`config.mk`:
```
export PLATFORM = sky130hd
export DESIGN_NAME = otter_iobus_periph
export DESIGN_NICKNAME = d
export VERILOG_FILES = /design/src/rtl/otter_io_pkg.sv /design/src/rtl/otter_uart_tx.sv /design/src/rtl/otter_iobus_periph.sv
export SDC_FILE = /design/constraint.sdc
export NUM_CORES = 1
export LEC_CHECK = 0
export ABC_AREA = 1
export CAP_MARGIN = 10
export CELL_PAD_IN_SITES_DETAIL_PLACEMENT = 1
export CELL_PAD_IN_SITES_GLOBAL_PLACEMENT = 1
export CORE_ASPECT_RATIO = 1.5
export CORE_MARGIN = 2
export CORE_UTILIZATION = 25
export CTS_CLUSTER_DIAMETER = 40
export CTS_CLUSTER_SIZE = 10
export DETAILED_ROUTE_END_ITERATION = 6
export PLACE_DENSITY_LB_ADDON = 0.1
export SYNTH_ARGS = -nofsm -noshare
export SYNTH_HDL_FRONTEND = slang
export SYNTH_SLANG_ARGS = --single-unit
```
`constraint.sdc`:
```
create_clock -name CLK -period 2.55 [get_ports CLK]
set_input_delay 0.51 -clock CLK [delete_from_list [all_inputs] [get_ports CLK]]
set_output_delay 0.51 -clock CLK [all_outputs]
set_load 0.01 [all_outputs]
```
`src/rtl/otter_io_pkg.sv`:
```
// Shared definitions for the Otter IOBUS peripheral block: address map,
// UART transmitter states and USTAT bit positions.
package otter_io_pkg;

  localparam logic [31:0] ADDR_SW    = 32'h1100_0000;
  localparam logic [31:0] ADDR_LED   = 32'h1100_0020;
  localparam logic [31:0] ADDR_TCNT  = 32'h1100_0040;
  localparam logic [31:0] ADDR_TCMP  = 32'h1100_0044;
  localparam logic [31:0] ADDR_UTX   = 32'h1100_0060;
  localparam logic [31:0] ADDR_USTAT = 32'h1100_0064;

  typedef enum logic [2:0] {IDLE, START, DATA, PARITY, STOP} uart_state_t;

  localparam int USTAT_EMPTY = 0;
  localparam int USTAT_FULL  = 1;
  localparam int USTAT_BUSY  = 2;
  localparam int USTAT_OVF   = 3;

endpackage

```
`src/rtl/otter_uart_tx.sv`:
```
// 8N1 UART transmitter, LSB first, with a registered TXD that idles high.
// Defining OTTER_UART_PARITY_EN inserts an even-parity bit before the stop bit.
module otter_uart_tx
  import otter_io_pkg::*;
#(
  parameter int CLKS_PER_BIT = 868
) (
  input  logic       clk,
  input  logic       rst_n,
  input  logic       valid,
  input  logic [7:0] data,
  output logic       ready,
  output logic       busy,
  output logic       txd
);

  localparam int BW = $clog2(CLKS_PER_BIT);
  localparam logic [BW-1:0] BAUD_LAST = BW'(CLKS_PER_BIT - 1);

  uart_state_t   state;
  logic [BW-1:0] baud;
  logic [2:0]    bit_idx;
  logic [7:0]    shreg;
  logic          par;
  logic          baud_done;

  assign baud_done = (baud == BAUD_LAST);
  assign ready     = (state == IDLE);
  assign busy      = !ready;

  always_ff @(posedge clk or negedge rst_n) begin
    if (!rst_n) begin
      state   <= IDLE;
      txd     <= 1'b1;
      baud    <= '0;
      bit_idx <= '0;
    end else begin
      baud <= baud_done ? '0 : baud + 1'b1;
      case (state)
        IDLE: begin
          baud <= '0;
          txd  <= 1'b1;
          if (valid) begin
            state <= START;
            txd   <= 1'b0;
          end
        end
        START: if (baud_done) begin
          state   <= DATA;
          bit_idx <= '0;
          txd     <= shreg[0];
        end
        DATA: if (baud_done) begin
          if (bit_idx == 3'd7) begin
`ifdef OTTER_UART_PARITY_EN
            state <= PARITY;
            txd   <= par;
`else
            state <= STOP;
            txd   <= 1'b1;
`endif
          end else begin
            bit_idx <= bit_idx + 3'd1;
            txd     <= shreg[1];
          end
        end
`ifdef OTTER_UART_PARITY_EN
        PARITY: if (baud_done) begin
          state <= STOP;
          txd   <= 1'b1;
        end
`endif
        STOP: if (baud_done) begin
          state <= IDLE;
          txd   <= 1'b1;
        end
        default: begin
          state <= IDLE;
          txd   <= 1'b1;
        end
      endcase
    end
  end

  // Payload path: loaded on accept, shifted right so bit 1 is always the next bit out.
  always_ff @(posedge clk) begin
    if (ready && valid) begin
      shreg <= data;
      par   <= ^data;
    end else if (state == DATA && baud_done) begin
      shreg <= shreg >> 1;
    end
  end

endmodule

```
`src/rtl/otter_iobus_periph.sv`:
```
// Otter IOBUS peripheral block: switches, LEDs, compare timer and FIFO-fed UART TX.
// Build option OTTER_UART_PARITY_EN enables an even-parity bit in each UART frame.
module otter_iobus_periph
  import otter_io_pkg::*;
#(
  parameter int CLKS_PER_BIT = 868,
  parameter int FIFO_DEPTH   = 4,
  parameter int TMR_PRESCALE = 1
) (
  input  logic        CLK,
  input  logic        RESET_N,
  input  logic [31:0] IOBUS_ADDR,
  input  logic [31:0] IOBUS_OUT,
  input  logic        IOBUS_WR,
  output logic [31:0] IOBUS_IN,
  input  logic [15:0] SWITCHES,
  output logic [15:0] LEDS,
  output logic        UART_TXD,
  output logic        TIMER_IRQ
);

  localparam int AW  = $clog2(FIFO_DEPTH);
  localparam int AW1 = AW + 1;
  localparam int PW  = (TMR_PRESCALE > 1) ? $clog2(TMR_PRESCALE) : 1;
  localparam logic [PW-1:0] PRE_LAST = PW'(TMR_PRESCALE - 1);
  localparam logic [AW:0]   DEPTH    = AW1'(FIFO_DEPTH);

  logic [15:0]   sw_p0, sw_p1;
  logic [31:0]   tcnt, tcmp;
  logic [PW-1:0] pre;
  logic          tick, match;
  logic [7:0]    fifo_mem [FIFO_DEPTH];
  logic [AW:0]   wptr, rptr;
  logic          empty, full, push, pop, accept, ovf;
  logic          tx_ready, tx_busy;
  logic          wr_led, wr_tcnt, wr_tcmp, wr_ustat;

  assign wr_led   = IOBUS_WR && (IOBUS_ADDR == ADDR_LED);
  assign wr_tcnt  = IOBUS_WR && (IOBUS_ADDR == ADDR_TCNT);
  assign wr_tcmp  = IOBUS_WR && (IOBUS_ADDR == ADDR_TCMP);
  assign wr_ustat = IOBUS_WR && (IOBUS_ADDR == ADDR_USTAT);
  assign push     = IOBUS_WR && (IOBUS_ADDR == ADDR_UTX);

  always_ff @(posedge CLK or negedge RESET_N) begin
    if (!RESET_N) begin
      sw_p0 <= '0;
      sw_p1 <= '0;
      LEDS  <= '0;
    end else begin
      sw_p0 <= SWITCHES;
      sw_p1 <= sw_p0;
      if (wr_led) LEDS <= IOBUS_OUT[15:0];
    end
  end

  // A TCNT write overrides the count update but never masks a coincident match pulse.
  assign tick  = (pre == PRE_LAST);
  assign match = tick && (tcmp != '0) && (tcnt == tcmp);

  always_ff @(posedge CLK or negedge RESET_N) begin
    if (!RESET_N) begin
      pre       <= '0;
      tcnt      <= '0;
      tcmp      <= '0;
      TIMER_IRQ <= 1'b0;
    end else begin
      TIMER_IRQ <= match;
      if (wr_tcmp) tcmp <= IOBUS_OUT;
      if (wr_tcnt) begin
        tcnt <= '0;
        pre  <= '0;
      end else begin
        pre <= tick ? '0 : pre + 1'b1;
        if (match)     tcnt <= '0;
        else if (tick) tcnt <= tcnt + 32'd1;
      end
    end
  end

  // Pop is evaluated before push, so a full FIFO still accepts when the UART drains it.
  assign empty  = (wptr == rptr);
  assign full   = ((wptr - rptr) == DEPTH);
  assign pop    = tx_ready && !empty;
  assign accept = push && (!full || pop);

  always_ff @(posedge CLK or negedge RESET_N) begin
    if (!RESET_N) begin
      wptr <= '0;
      rptr <= '0;
      ovf  <= 1'b0;
    end else begin
      if (pop)    rptr <= rptr + 1'b1;
      if (accept) wptr <= wptr + 1'b1;
      if (wr_ustat)            ovf <= 1'b0;
      else if (push && !accept) ovf <= 1'b1;
    end
  end

  always_ff @(posedge CLK) begin
    if (accept) fifo_mem[wptr[AW-1:0]] <= IOBUS_OUT[7:0];
  end

  otter_uart_tx #(
    .CLKS_PER_BIT(CLKS_PER_BIT)
  ) u_uart_tx (
    .clk  (CLK),
    .rst_n(RESET_N),
    .valid(!empty),
    .data (fifo_mem[rptr[AW-1:0]]),
    .ready(tx_ready),
    .busy (tx_busy),
    .txd  (UART_TXD)
  );

  always_comb begin
    IOBUS_IN = '0;
    case (IOBUS_ADDR)
      ADDR_SW:   IOBUS_IN = {16'h0, sw_p1};
      ADDR_LED:  IOBUS_IN = {16'h0, LEDS};
      ADDR_TCNT: IOBUS_IN = tcnt;
      ADDR_TCMP: IOBUS_IN = tcmp;
      ADDR_USTAT: begin
        IOBUS_IN[USTAT_EMPTY] = empty;
        IOBUS_IN[USTAT_FULL]  = full;
        IOBUS_IN[USTAT_BUSY]  = tx_busy;
        IOBUS_IN[USTAT_OVF]   = ovf;
      end
      default: IOBUS_IN = '0;
    endcase
  end

endmodule

```
Yosys cells after proc, flatten, opt, wreduce, memory -nomap -nowiden. Memories as Yosys holds them, arrays and structs flattened. Index checks and enable logic that the tools add are counted.

RAM bits: 32. Output and inout port bits: 50. Memories: 1. Logic and storage cells: 99. Input port bits: 83. Register bits: 146.

Mux-type cells: 30. Equal/unequal tests: 21. $add $sub $neg: 7. Bitwise operators: 1. Reductions and logical operators: 24.

Memories: fifo_mem (depth 4, bits a word 8, rd ports 1, clocked after memory_dff 0, wr ports 1, line otter_iobus_periph.sv:32) `logic [7:0] fifo_mem [FIFO_DEPTH];`.

Operators by type and width (number): 32-bit by 29-bit equality test with 1-bit output (second input constant) (6); 28-bit case mux with 4 select lines (1); 32-bit two-way mux (3); 32-bit by 1-bit adder with 32-bit output (second input constant) (1); 32-bit equality test (1); 32-bit nonzero test (1); 3-bit two-way mux (7); 10-bit two-way mux (2); 4-bit case mux with 5 select lines (1); 8-bit two-way mux (2); 3-bit case mux with 4 select lines (1); 1-bit logical AND (11); 1-bit two-way mux (11); 10-bit by 1-bit adder with 10-bit output (second input constant) (1); 10-bit equality test (second input constant) (1); 3-bit by 1-bit adder with 3-bit output (second input constant) (3); 3-bit equality test (second input constant) (3); 2-bit by 1-bit != test with 1-bit output (second input constant) (4); 3-bit case mux with 2 select lines (1); 2-bit nonzero test (3); 5-bit AND reduction (1); 1-bit logical NOT (4); 2-bit != test (second input constant) (2); 1-bit case mux with 4 select lines (1); other kinds (11) (11).

Logic depth before layout (Yosys ltp).
Depth after elaboration: 9. Gate-level depth with buffers: 12. Gate-level depth less buffers: 11.

Hierarchy. From an unflattened synthesis, not the netlist that was laid out.

Cell total of the unflattened synthesis: 1051. Area, all modules: 8946.1 um^2.

By module, submodules not included: otter_iobus_periph (area an instance 7642.3 um^2, cells an instance 895, instances 1); otter_uart_tx (area an instance 1303.8 um^2, cells an instance 156, instances 1).

Worst setup path before layout. OpenSTA, ideal clock, no wires.

Path kind: register to register. Start: register rptr[1]. End: memory fifo_mem[0][0], enable pin. Arrival: 2.200 ns. Buffers on the path: 1. Cell stages (with the launch flop): 11. Slack: -0.021 ns. Clock period less this slack: 2.571 ns. Cell sequence: dfrtp_1 clkbuf_1 clkinv_1 ha_1 nand2_1 inv_1 nand2_1 nand2_1 nand3_1 nand3_1 nor2_1.

Word-level cells in the longest chain between the ends: 7.

RTL lines: start: declaration (line otter_iobus_periph.sv:33) `logic [AW:0] wptr, rptr;`; start signal: assignment (line otter_iobus_periph.sv:92) `if (pop) rptr <= rptr + 1'b1;`; 3-bit subtractor or 3-bit equality test (tied branches) (line otter_iobus_periph.sv:82, otter_iobus_periph.sv:81); 3-bit equality test or 1-bit logical NOT (tied branches) (line otter_iobus_periph.sv:82, otter_iobus_periph.sv:83); 1-bit logical NOT or 1-bit logical AND (tied branches) (line otter_iobus_periph.sv:84, otter_iobus_periph.sv:83); 1-bit logical OR * (line otter_iobus_periph.sv:84) `assign accept = push && (!full || pop);`; 1-bit logical AND * (line otter_iobus_periph.sv:84); 1-bit two-way mux * (line otter_iobus_periph.sv:100) `if (accept) fifo_mem[wptr[AW-1:0]] <= IOBUS_OUT[7:0];`; 1-bit two-way mux (implied by the code) * (line otter_iobus_periph.sv:100); end: declaration (line otter_iobus_periph.sv:32).

Mark *: on every way between the ends. The rest lies on a longest branch, timed or not.

Worst setup path after layout.
Start: input port IOBUS_ADDR[5]. End: output port IOBUS_IN[25].

Word-level cells in the longest chain between the ends: 2.

RTL lines: start: declaration (line otter_iobus_periph.sv:12) `input logic [31:0] IOBUS_ADDR,`; 32-bit by 29-bit equality test with 1-bit output (line otter_iobus_periph.sv:117) `case (IOBUS_ADDR)`; 28-bit case mux with 4 select lines * (line otter_iobus_periph.sv:117); end: declaration (line otter_iobus_periph.sv:15) `output logic [31:0] IOBUS_IN,`.

Marked as above.

==> flow_metrics.py <==
metrics = {
    "clock_network": {
        "cts_buffer_depth": 2,
        "clk_latency_ns": 0.46,
        "numCtsBuffers": 17,
        "cts_root_buf": "clkbuf_16",
        "hold_buffers": 0,
        "path_clk_slew_ns": 0.07,
        "cts_max_level": 4,
        "cts_sinks": 177,
        "cts_tree": "built",
    },
    "synth": {
        "avgSynthCellArea_um2": 8.28,
        "synth_top_area_share_pct": 38.1,
        "synth.most_common_cell": "nand2_1",
        "synth_cells": 1080,
        "synth_top_flop_cell": "dfrtp_1",
        "async_flop_share_pct": 77.4,
        "synth_area_mm2": 0.00894,
        "ys_top_cells_by_area": "dfrtp_1 38%, edfxtp_1 13%, nand2_1 12%, nor2_1 7.1%, inv_1 4.1%",
        "yosysWarnings": 0,
        "ys_types": 36,
        "synth_edf_count": 40,
        "synth_common_cells": "291 x nand2_1, 169 x nor2_1, 136 x dfrtp_1",
        "yosysTopAreaCell": "dfrtp_1",
        "ys_seq_area_share_pct": 51.8,
        "synth_seq_cells": 177,
        "syn_nets": 1174,
    },
    "global_route": {
        "antenna_found_initial": 0,
        "grt_pass1_vias": 8694,
        "gr-total-overflow": 0,
        "grt_max_degree": 53,
        "grt_util_all_layers_pct": 18.5,
        "grt_pass1_wl_um": 51300,
    },
    "critical_path": {
        "cp_common_cell": "nor2_4",
        "cp-startpoint": "IOBUS_ADDR[5]",
        "arrival_ns": 2.01,
        "r2r-start": "tcnt[1]$_DFF_PN0_",
        "crit_path_top_delay_cell": "dlygate4sd2_1",
        "cp-end-kind": "primary output",
        "setup.worst_path.start_class": "input port",
        "criticalPathCategory": "input port to primary output",
        "cp_num_buf_inv": 4,
        "worst-path-max-fanout": 7,
        "cpPeakStageDelay_ns": 0.28,
        "critPathTopFamily": "simple AND/OR/NAND/NOR gates",
        "path_cells": "dlygate4sd2_1 > nor3_4 > nand2_2 > nor2_4 > nand2_4 > buf_6 > nand3_4 > nor2_4 > buf_12 > nor2_4 > buf_6",
        "worstPathRequired_ns": 2.04,
    },
    "place": {
        "dp_hpwl_um": 25300,
        "portBuffers": 132,
        "placedCellCount": 1708,
        "place_congestion": 0.768,
    },
    "worst_hold_path": {
        "hold_path.class": "input port to async pin",
    },
    "power_and_ir_drop": {
        "ir_drop_mv": 0.331,
        "p_comb_share_pct": 4.4,
        "intPower_mw": 4.36,
        "seqPwrFrac_pct": 50.6,
        "p_per_area_mw_per_mm2": 478,
        "power_switching_mw": 1.42,
        "p_leak_nw": 5.27,
        "pwr-share-clk_pct": 45.0,
        "total_power_mw": 5.78,
        "sw_frac_of_total_pct": 24.6,
    },
    "timing": {
        "fin_crit_ns": 2.52,
        "tightest_slew_ns": 0.545,
        "fin_skew_ns": 0.0231,
        "final_hold_viol_count": 0,
        "rsz0062_at_grt": "yes",
        "fmax_mhz": 397,
        "finalSetupViolCount": 0,
        "tns_ns": 0,
        "fin_crit_sh_pct": 98.8,
        "slew_viol_final": 0,
        "max_slew_margin_pct": 63.7,
        "holdWs_ns": 0.0161,
    },
    "routing": {
        "viasPerCell": 4.42,
        "routed_wl_um": 32400,
        "via_count": 7754,
        "drt-wirelength-per-cell_um": 18.5,
        "drt_iter0_drc": 252,
        "drc": 0,
        "dr.pass1.iters": 4,
        "postRouteAntennaNets": 0,
    },
    "layout": {
        "drive_above_1_share_pct": 19.4,
        "final-instance-count-excl-fill": 1753,
        "fin_nets": 1361,
        "area_growth_syn_to_layout_pct": 35.4,
        "num_antenna_cells": 0,
    },
    "floorplan": {
        "rows": 84,
        "initial_core_util_pct": 25.5,
        "die-area_mm2": 0.0373,
        "die_x_um": 158,
        "core_area_mm2": 0.0351,
        "die_h_um": 236,
        "ioPinCount": 133,
    },
    "outcome": {
        "outcome": "finished, final reports clean",
    },
    "run": {
        "cap_viol_max_count": 0,
    },
}
## final cells by class
| cell class | instances | area (um2) |
|---|---|---|
| fillers | 4189 | 23000 |
| flip-flops and latches | 177 | 4630 |
| multi-input cells | 766 | 4040 |
| repair buffers | 199 | 1850 |
| well taps | 473 | 592 |
| clock buffers | 18 | 439 |
| inverters | 106 | 414 |
| clock inverters | 14 | 136 |
## sequential cells by signal, indices dropped and copies added (netlist names)
name               count
ovf                    1
sw_p0                 16
u_uart_tx.state        3
rptr                   3
tcmp                  32
u_uart_tx.bit_idx      3
wptr                   3
u_uart_tx.shreg        8
u_uart_tx.baud        10
tcnt                  32
TIMER_IRQ              1
fifo_mem              32
u_uart_tx.txd          1
sw_p1                 16
LEDS                  16
## power by group through the flow
stage	Sequential (mW)	Clock, mW	Combinational, mW
6_report	2.93	2.60	0.253
5_1_grt	2.93	2.81	0.282
4_1_cts	2.93	2.70	0.260
3_5_place_dp	2.98	0	0.263
3_3_place_gp	2.98	0	0.263
2_1_floorplan	2.98	0	0.0362
## metrics by stage
| step | util (%) | cell area [um2] | setup WS (ns) |
|---|---|---|---|
| 6_report | 34.5 | 12100 | 0.0294 |
| 5_1_grt | 34.5 | 12100 | -0.0834 |
| 4_1_cts | 34.3 | 12000 | -0.110 |
| 3_5_place_dp | 32.0 | 11200 | -0.889 |
| 3_3_place_gp | 32.0 | 11200 | -0.907 |
| 2_1_floorplan | - | 8940 | -0.0210 |
## cell usage in the layout (no fill, tap or decap), types with 4 or more instances in the layout
| master | netlist | final |
|---|---|---|
| a21oi_1 | 8 | 8 |
| a31oi_1 | 7 | 7 |
| buf_12 | 0 | 14 |
| buf_2 | 16 | 30 |
| buf_4 | 3 | 41 |
| buf_6 | 4 | 26 |
| clkbuf_16 | 0 | 17 |
| clkbuf_2 | 0 | 13 |
| clkdlybuf4s50_1 | 0 | 67 |
| dfrtp_1 | 136 | 136 |
| edfxtp_1 | 40 | 40 |
| ha_1 | 11 | 10 |
| inv_1 | 98 | 93 |
| inv_2 | 7 | 8 |
| inv_6 | 0 | 4 |
| inv_8 | 0 | 4 |
| nand2_1 | 291 | 277 |
| nand2_2 | 5 | 16 |
| nand2_4 | 1 | 4 |
| nand3_1 | 69 | 64 |
| nand4_1 | 28 | 28 |
| nor2_1 | 169 | 151 |
| nor2_2 | 6 | 9 |
| nor2_4 | 3 | 18 |
| nor3_1 | 18 | 17 |
| nor3_4 | 2 | 5 |
| nor4_1 | 4 | 4 |
| o21ai_0 | 28 | 24 |
| o21ai_1 | 35 | 35 |
| o21ai_2 | 4 | 8 |
| o22ai_1 | 8 | 4 |
| o22ai_2 | 0 | 4 |
| xnor2_1 | 31 | 31 |
| xor2_1 | 26 | 25 |
## logic make-up after synthesis
kind of cell	count (synthesis)	share of synthesized area, %
AND/OR/NAND/NOR	606	29.0
flip-flops	177	51.8
buffers and inverters	137	6.44
AO/OA/AOI/OAI	92	5.60
XOR/XNOR	57	5.59
adder cells (fa/ha/maj)	11	1.54
## layer usage
layer / track usage, % / wire [um]
met4: 5.02 / 448
met5: 0 / 0
met1: 20.4 / 12500
met3: 2.50 / 478
met2: 36.1 / 19000
## timing repair
action | in CTS | in global routing
endpoints found under the setup margin | 32 | 32
pin swaps | 39 | 35
resized for setup | 279 | 65
buffers inserted | 12 | 3
gates cloned | 1 | 0
## final timing paths
kind	to	slack, ns	cells past startpoint
max	IOBUS_IN[25]	0.03	11
max reg2reg	tcnt[24]$_DFF_PN0_	0.48	8
min	sw_p0[2]$_DFF_PN0_	0.02	1
min reg2reg	sw_p1[14]$_DFF_PN0_	0.35	0
max in group asynchronous	u_uart_tx.txd$_DFFE_PN1P_	1.80	2
min in group CLK	sw_p1[14]$_DFF_PN0_	0.35	0
No activity file was read; power rests on OpenSTA's default activity.
